### src/rtl/fp_mult_pipe_if.sv
// Operand/result handshake bundle for fp_mult_pipe.
// Upstream valid/ready on the operand side, downstream valid/ready on the result side.
interface fp_mult_pipe_if #(
    parameter int unsigned EXP_W = 8,
    parameter int unsigned MAN_W = 23
);
    localparam int unsigned W = 1 + EXP_W + MAN_W;

    logic [W-1:0] dina;
    logic [W-1:0] dinb;
    logic         valid_din;
    logic         ready_din;
    logic [W-1:0] result;
    logic [3:0]   flags;
    logic         valid_out;
    logic         ready_out;

    modport master (
        output dina, dinb, valid_din, ready_out,
        input  ready_din, result, flags, valid_out
    );

    modport slave (
        input  dina, dinb, valid_din, ready_out,
        output ready_din, result, flags, valid_out
    );
endinterface

### src/rtl/fp_mult_pipe.sv
// Three-stage IEEE-754 multiplier with RNE, DAZ/FTZ, exception flags and
// valid/ready backpressure; flags are {invalid, overflow, underflow, inexact}.
module fp_mult_pipe #(
    parameter int unsigned EXP_W = 8,
    parameter int unsigned MAN_W = 23
) (
    input logic           clk,
    input logic           rstn,
    fp_mult_pipe_if.slave bus
);
    localparam int unsigned W  = 1 + EXP_W + MAN_W;
    localparam int unsigned SW = MAN_W + 1;
    localparam int unsigned PW = 2 * SW;
    localparam int unsigned XW = EXP_W + 2;

    localparam logic signed [XW-1:0] BIAS  = XW'((1 << (EXP_W - 1)) - 1);
    localparam logic signed [XW-1:0] EMAX  = XW'((1 << EXP_W) - 1);
    localparam logic signed [XW-1:0] EZERO = '0;
    localparam logic [W-1:0] QNAN = {1'b0, {EXP_W{1'b1}}, 1'b1, {(MAN_W - 1){1'b0}}};

    // Handshake
    logic started_q;
    logic s1_valid_q, s2_valid_q, s3_valid_q;
    logic s1_load, s2_load, s3_load, accept;

    assign s3_load       = !s3_valid_q || bus.ready_out;
    assign s2_load       = !s2_valid_q || s3_load;
    assign s1_load       = !s1_valid_q || s2_load;
    assign bus.ready_din = started_q && s1_load;
    assign accept        = bus.valid_din && bus.ready_din;

    // S1: unpack and classify
    logic              sa, sb;
    logic [EXP_W-1:0]  ea, eb;
    logic [MAN_W-1:0]  fa, fb;
    logic              nan_a, nan_b, snan_a, snan_b, inf_a, inf_b, zero_a, zero_b;
    logic              sign_d, spec_d;
    logic [W-1:0]      spec_res_d;
    logic [3:0]        spec_flg_d;
    logic signed [XW-1:0] esum;

    assign {sa, ea, fa} = bus.dina;
    assign {sb, eb, fb} = bus.dinb;
    assign nan_a  = (&ea) && (|fa);
    assign nan_b  = (&eb) && (|fb);
    assign snan_a = nan_a && !fa[MAN_W-1];
    assign snan_b = nan_b && !fb[MAN_W-1];
    assign inf_a  = (&ea) && !(|fa);
    assign inf_b  = (&eb) && !(|fb);
    // Zero exponent covers subnormals too: they are treated as signed zero.
    assign zero_a = ~|ea;
    assign zero_b = ~|eb;
    assign sign_d = sa ^ sb;
    assign esum   = $signed({2'b00, ea}) + $signed({2'b00, eb}) - BIAS;

    always_comb begin
        spec_d     = 1'b1;
        spec_res_d = '0;
        spec_flg_d = '0;
        if (nan_a || nan_b) begin
            spec_res_d = QNAN;
            spec_flg_d = {snan_a || snan_b, 3'b000};
        end else if ((inf_a && zero_b) || (zero_a && inf_b)) begin
            spec_res_d = QNAN;
            spec_flg_d = 4'b1000;
        end else if (inf_a || inf_b) begin
            spec_res_d = {sign_d, {EXP_W{1'b1}}, {MAN_W{1'b0}}};
        end else if (zero_a || zero_b) begin
            spec_res_d = {sign_d, {(W - 1){1'b0}}};
        end else begin
            spec_d = 1'b0;
        end
    end

    logic              s1_sign_q, s1_spec_q;
    logic signed [XW-1:0] s1_exp_q;
    logic [SW-1:0]     s1_ma_q, s1_mb_q;
    logic [W-1:0]      s1_spec_res_q;
    logic [3:0]        s1_spec_flg_q;

    logic              s2_sign_q, s2_spec_q;
    logic signed [XW-1:0] s2_exp_q;
    logic [PW-1:0]     s2_prod_q;
    logic [W-1:0]      s2_spec_res_q;
    logic [3:0]        s2_spec_flg_q;

    // S3: normalise, round, re-normalise, pack
    logic              hi, guard, rest, rnd_up, inexact;
    logic [PW-1:0]     norm;
    logic [SW-1:0]     keep;
    logic [SW:0]       rounded;
    logic [MAN_W-1:0]  frac;
    logic signed [XW-1:0] exp_fin;
    logic [W-1:0]      res_d;
    logic [3:0]        flg_d;

    assign hi      = s2_prod_q[PW-1];
    assign norm    = hi ? s2_prod_q : {s2_prod_q[PW-2:0], 1'b0};
    assign keep    = norm[PW-1:SW];
    assign guard   = norm[MAN_W];
    assign rest    = |norm[MAN_W-1:0];
    assign rnd_up  = guard && (rest || keep[0]);
    assign inexact = guard || rest;
    assign rounded = {1'b0, keep} + {{SW{1'b0}}, rnd_up};
    assign frac    = rounded[SW] ? rounded[MAN_W:1] : rounded[MAN_W-1:0];
    assign exp_fin = s2_exp_q + $signed({{(XW - 1){1'b0}}, hi})
                              + $signed({{(XW - 1){1'b0}}, rounded[SW]});

    always_comb begin
        res_d = {s2_sign_q, exp_fin[EXP_W-1:0], frac};
        flg_d = {3'b000, inexact};
        if (s2_spec_q) begin
            res_d = s2_spec_res_q;
            flg_d = s2_spec_flg_q;
        end else if (exp_fin >= EMAX) begin
            res_d = {s2_sign_q, {EXP_W{1'b1}}, {MAN_W{1'b0}}};
            flg_d = 4'b0101;
        end else if (exp_fin <= EZERO) begin
            res_d = {s2_sign_q, {(W - 1){1'b0}}};
            flg_d = 4'b0011;
        end
    end

    logic [W-1:0] result_q;
    logic [3:0]   flags_q;

    always_ff @(posedge clk or negedge rstn) begin
        if (!rstn) begin
            started_q     <= 1'b0;
            s1_valid_q    <= 1'b0;
            s2_valid_q    <= 1'b0;
            s3_valid_q    <= 1'b0;
            s1_sign_q     <= 1'b0;
            s1_spec_q     <= 1'b0;
            s1_exp_q      <= '0;
            s1_ma_q       <= '0;
            s1_mb_q       <= '0;
            s1_spec_res_q <= '0;
            s1_spec_flg_q <= '0;
            s2_sign_q     <= 1'b0;
            s2_spec_q     <= 1'b0;
            s2_exp_q      <= '0;
            s2_prod_q     <= '0;
            s2_spec_res_q <= '0;
            s2_spec_flg_q <= '0;
            result_q      <= '0;
            flags_q       <= '0;
        end else begin
            started_q <= 1'b1;
            if (s1_load) begin
                s1_valid_q <= accept;
                if (accept) begin
                    s1_sign_q     <= sign_d;
                    s1_spec_q     <= spec_d;
                    s1_exp_q      <= esum;
                    s1_ma_q       <= {1'b1, fa};
                    s1_mb_q       <= {1'b1, fb};
                    s1_spec_res_q <= spec_res_d;
                    s1_spec_flg_q <= spec_flg_d;
                end
            end
            if (s2_load) begin
                s2_valid_q <= s1_valid_q;
                if (s1_valid_q) begin
                    s2_sign_q     <= s1_sign_q;
                    s2_spec_q     <= s1_spec_q;
                    s2_exp_q      <= s1_exp_q;
                    s2_prod_q     <= PW'(s1_ma_q) * PW'(s1_mb_q);
                    s2_spec_res_q <= s1_spec_res_q;
                    s2_spec_flg_q <= s1_spec_flg_q;
                end
            end
            if (s3_load) begin
                s3_valid_q <= s2_valid_q;
                if (s2_valid_q) begin
                    result_q <= res_d;
                    flags_q  <= flg_d;
                end
            end
        end
    end

    assign bus.result    = result_q;
    assign bus.flags     = flags_q;
    assign bus.valid_out = s3_valid_q;
endmodule

### src/flat_wrapper.sv
// flat-port wrapper written by rule: the top's interface ports become plain ports
module fp_mult_pipe_flat 
#(
    parameter int unsigned EXP_W = 8,
    parameter int unsigned MAN_W = 23
)
  (clk, rstn, bus_dina, bus_dinb, bus_valid_din, bus_ready_out, bus_ready_din, bus_result, bus_flags, bus_valid_out);
  fp_mult_pipe_if #(.EXP_W(EXP_W), .MAN_W(MAN_W)) bus_i ();
  input logic clk;
  input logic rstn;
  input wire logic [$bits(bus_i.dina)-1:0] bus_dina;
  input wire logic [$bits(bus_i.dinb)-1:0] bus_dinb;
  input wire logic [$bits(bus_i.valid_din)-1:0] bus_valid_din;
  input wire logic [$bits(bus_i.ready_out)-1:0] bus_ready_out;
  output wire logic [$bits(bus_i.ready_din)-1:0] bus_ready_din;
  output wire logic [$bits(bus_i.result)-1:0] bus_result;
  output wire logic [$bits(bus_i.flags)-1:0] bus_flags;
  output wire logic [$bits(bus_i.valid_out)-1:0] bus_valid_out;
  assign bus_i.dina = bus_dina;
  assign bus_i.dinb = bus_dinb;
  assign bus_i.valid_din = bus_valid_din;
  assign bus_i.ready_out = bus_ready_out;
  assign bus_ready_din = bus_i.ready_din;
  assign bus_result = bus_i.result;
  assign bus_flags = bus_i.flags;
  assign bus_valid_out = bus_i.valid_out;
  fp_mult_pipe #(.EXP_W(EXP_W), .MAN_W(MAN_W)) u_core (.clk(clk), .rstn(rstn), .bus(bus_i));
endmodule
### config.mk
export PLATFORM = sky130hd
export DESIGN_NAME = fp_mult_pipe_flat
export DESIGN_NICKNAME = d
export VERILOG_FILES = /design/src/rtl/fp_mult_pipe_if.sv /design/src/rtl/fp_mult_pipe.sv /design/src/flat_wrapper.sv
export SDC_FILE = /design/constraint.sdc
export NUM_CORES = 2
export LEC_CHECK = 0
export ABC_AREA = 1
export CAP_MARGIN = 30
export CORE_AREA = 4 4 258 260
export DETAILED_ROUTE_END_ITERATION = 7
export DIE_AREA = 0 0 262 264
export DONT_BUFFER_PORTS = 1
export PLACE_DENSITY = 0.62
export SLEW_MARGIN = 10
export SYNTH_ARGS = -nofsm -noshare
export SYNTH_HDL_FRONTEND = slang
export SYNTH_SLANG_ARGS = --single-unit
### constraint.sdc
create_clock -name clk -period 16.65 [get_ports clk]
set_input_delay 3.33 -clock clk [delete_from_list [all_inputs] [get_ports clk]]
set_output_delay 3.33 -clock clk [all_outputs]
set_load 0.05 [all_outputs]
==> flow_summary.ini <==
[synth]
synth_area_sq_mm = 0.0287
synth-xor-area-share = 0.0113
yosys.area_share.simple = 0.213
yosysWarnings = 0
synth-adder-area-share = 0.419
synth_seq_cells = 167
synthesis.nets = 4610
synthCells = 3872
synthArstFlopShare = 1.00
ys.flop_type = dfrtp_1
yosysUniqueCellTypes = 44
synth-compound-area-share = 0.0509
synth_top_family_by_area = adder cells
synth_edf_count = 0
synth.avg_cell_area_sq_um = 7.41
yosysSeqAreaShare = 0.146
synth.area.mux_share = 0

[cts]
clkLatencyLatePin_ps = 500
cts_resized = 0
cts_tree = yes
clock_path_buffers = 2
clk_pin_slew_ps = 70
cts_sinks = 167
htree_levels = 4
cts_root_buf = clkbuf_16
cts_buffers = 17
hold_buffers = 0
cts_setup_buffers = 0

[finish]
layout.cells.non_filler = 4627
design_area_sq_mm = 0.0302
layout.nets = 4497
drive_above_1_share = 0.0315
syn_to_final_growth_pct = 5.34
n_antenna_cell = 0

[worst_setup_path]
crit_start = bus_ready_out
r2r-end = u_core.s2_prod_q[38]$_DFFE_PN0P_
crit_path_max_fanout = 3
crit_type = input port to output port
crit_path_end_kind = output port
r2r_start = u_core.s1_ma_q[13]$_DFFE_PN0P_
required_ps = 13320
regToRegSetupSlack_ps = 9390
start_kind = input port
r2r_cells = 27
worstPathArrival_ps = 3990
cp-endpoint = bus_ready_din

[sta]
slew_viol_final = 0
worstMarginPinSlew_ps = 1020
finClkSkew_ps = 30.8
finalSetupViolations = 0
setup_slack_ps = 9330
fin_setup_tns_ps = 0
max_freq_ghz = 0.137
slew-limit-headroom = 0.319
timing.final.hold_violations = 0
rsz0062_at_grt = no
period_share = 0.439
post-route-min-period_ps = 7320

[detailed_routing]
vias = 23100
wl_per_cell_microns = 16.8
viasPerCell = 5.00
dr.pass1.iters = 6
wl_microns = 77500
route.detailed.drc = 0
drtAntennaViolNets = 0
drtIter0Drc = 1737

[die]
core_sq_mm = 0.0641
die_h_microns = 264
num_rows = 93
die-area_sq_mm = 0.0692
die_x_microns = 262
start_util = 0.447
io_pins = 106

[global_route]
grt_pass1_wl_microns = 129000
antenna_found_initial = 1
grt_pass1_vias = 23800
grt_start_max_net_pins = 168
gr-usage-all-layers = 0.236
grt_remaining_overflow = 0

[min_path]
min_path_type = flop to flop
hold_depth = 2

[flow_run]
max_cap_violations = 0

[place]
post-place-ws_ps = 9330
dp.cells = 4585
port_buffers = 0
place.detailed.hpwl_microns = 61500
gp_congestion = 0.944
placedInstanceArea_sq_mm = 0.0294

[outcome]
status = finished, final reports clean
## critical path, cell delays in order
cell and delay [ps]:
inv_1 20, nand2_1 80, nor2_1 70, nand2_1 70, nand2_1 50, inv_1 370
## layout by cell type (no fill, tap or decap), types with 22 or more instances in the layout
master,instances
a21oi_1,76
nor2_1,163
o21ai_0,144
o21ai_1,22
nand3_1,120
nand2_1,1123
ha_1,186
dfrtp_1,166
nand4_1,38
buf_4,37
inv_1,1021
fa_1,484
## flip-flops by register name (all words and copies together) (netlist names), 4 cells and up
name and flops:
u_core.s2_exp_q 10, u_core.bus.result 32, u_core.s2_prod_q 48, u_core.s1_exp_q 10
u_core.bus.flags 4, u_core.s1_mb_q 24, u_core.s1_ma_q 23
## synth_stat cells, types with 9 or more instances
master	count	area [sq um]
or2_2	10	62.6
clkbuf_1	165	619
fa_1	484	9690
buf_1	9	33.8
dfrtp_1	167	4180
nand3_1	120	601
nor2_1	163	612
a21oi_1	76	380
nand3b_1	11	82.6
ha_1	186	2330
o21ai_1	22	110
xor2_1	17	149
xnor2_1	20	175
nand4_1	38	238
o21ai_0	144	721
nor3_1	20	100
nand2_1	1125	4220
inv_1	1021	3830
## routing by layer
layer  wire length, microns  GRT usage  vias to the layer above
li1                       -          -                    11000
met1                  34600      0.328                    11400
met5                     13          0                        -
met3                   4210     0.0313                      125
met2                  36700      0.391                      645
met4                   1910     0.0613                        2
## worst min-delay path by stage
stage,slack [ps],endpoint,start
final,470,u_core.s2_exp_q[1]$_DFFE_PN0P_,u_core.s1_exp_q[1]$_DFFE_PN0P_
after global routing,500,u_core.s1_mb_q[17]$_DFFE_PN0P_,u_core.s1_mb_q[17]$_DFFE_PN0P_
after CTS,470,u_core.s2_exp_q[1]$_DFFE_PN0P_,u_core.s1_exp_q[1]$_DFFE_PN0P_
after detailed placement,460,u_core.s2_exp_q[1]$_DFFE_PN0P_,u_core.s1_exp_q[1]$_DFFE_PN0P_
after global placement,460,u_core.s2_exp_q[1]$_DFFE_PN0P_,u_core.s1_exp_q[1]$_DFFE_PN0P_
after floorplan,440,u_core.s2_exp_q[0]$_DFFE_PN0P_,u_core.s1_exp_q[0]$_DFFE_PN0P_
## final cells by class
cell class              count  area [sq um]
multi-input cells        2496         19900
repair buffers             51           606
clock buffers              19           443
flip-flops and latches    167          4180
inverters                1026          3850
well taps                 855          1070
fillers                  6501         33900
clock inverters            13           134
## logic make-up (layout without fill, tap and decap cells)
| logic type | after synthesis | in the layout |
|---|---|---|
| flops | 167 | 167 |
| other cells | 1 | 1 |
| simple gates | 1514 | 1514 |
| fa+ha+maj | 670 | 670 |
| compound gates | 274 | 274 |
| xor+xnor | 37 | 37 |
| buf+inv | 1209 | 1109 |
## per-stage QoR
step	util	hold slack, ps
after floorplan	-	442
after global placement	0.457	456
after detailed placement	0.459	456
after CTS	0.468	475
after global routing	0.471	500
final	0.471	475
Power is left out: the tool's default activity adds up to more than one toggle a clock period on the data nets, which glitch-free logic cannot reach.
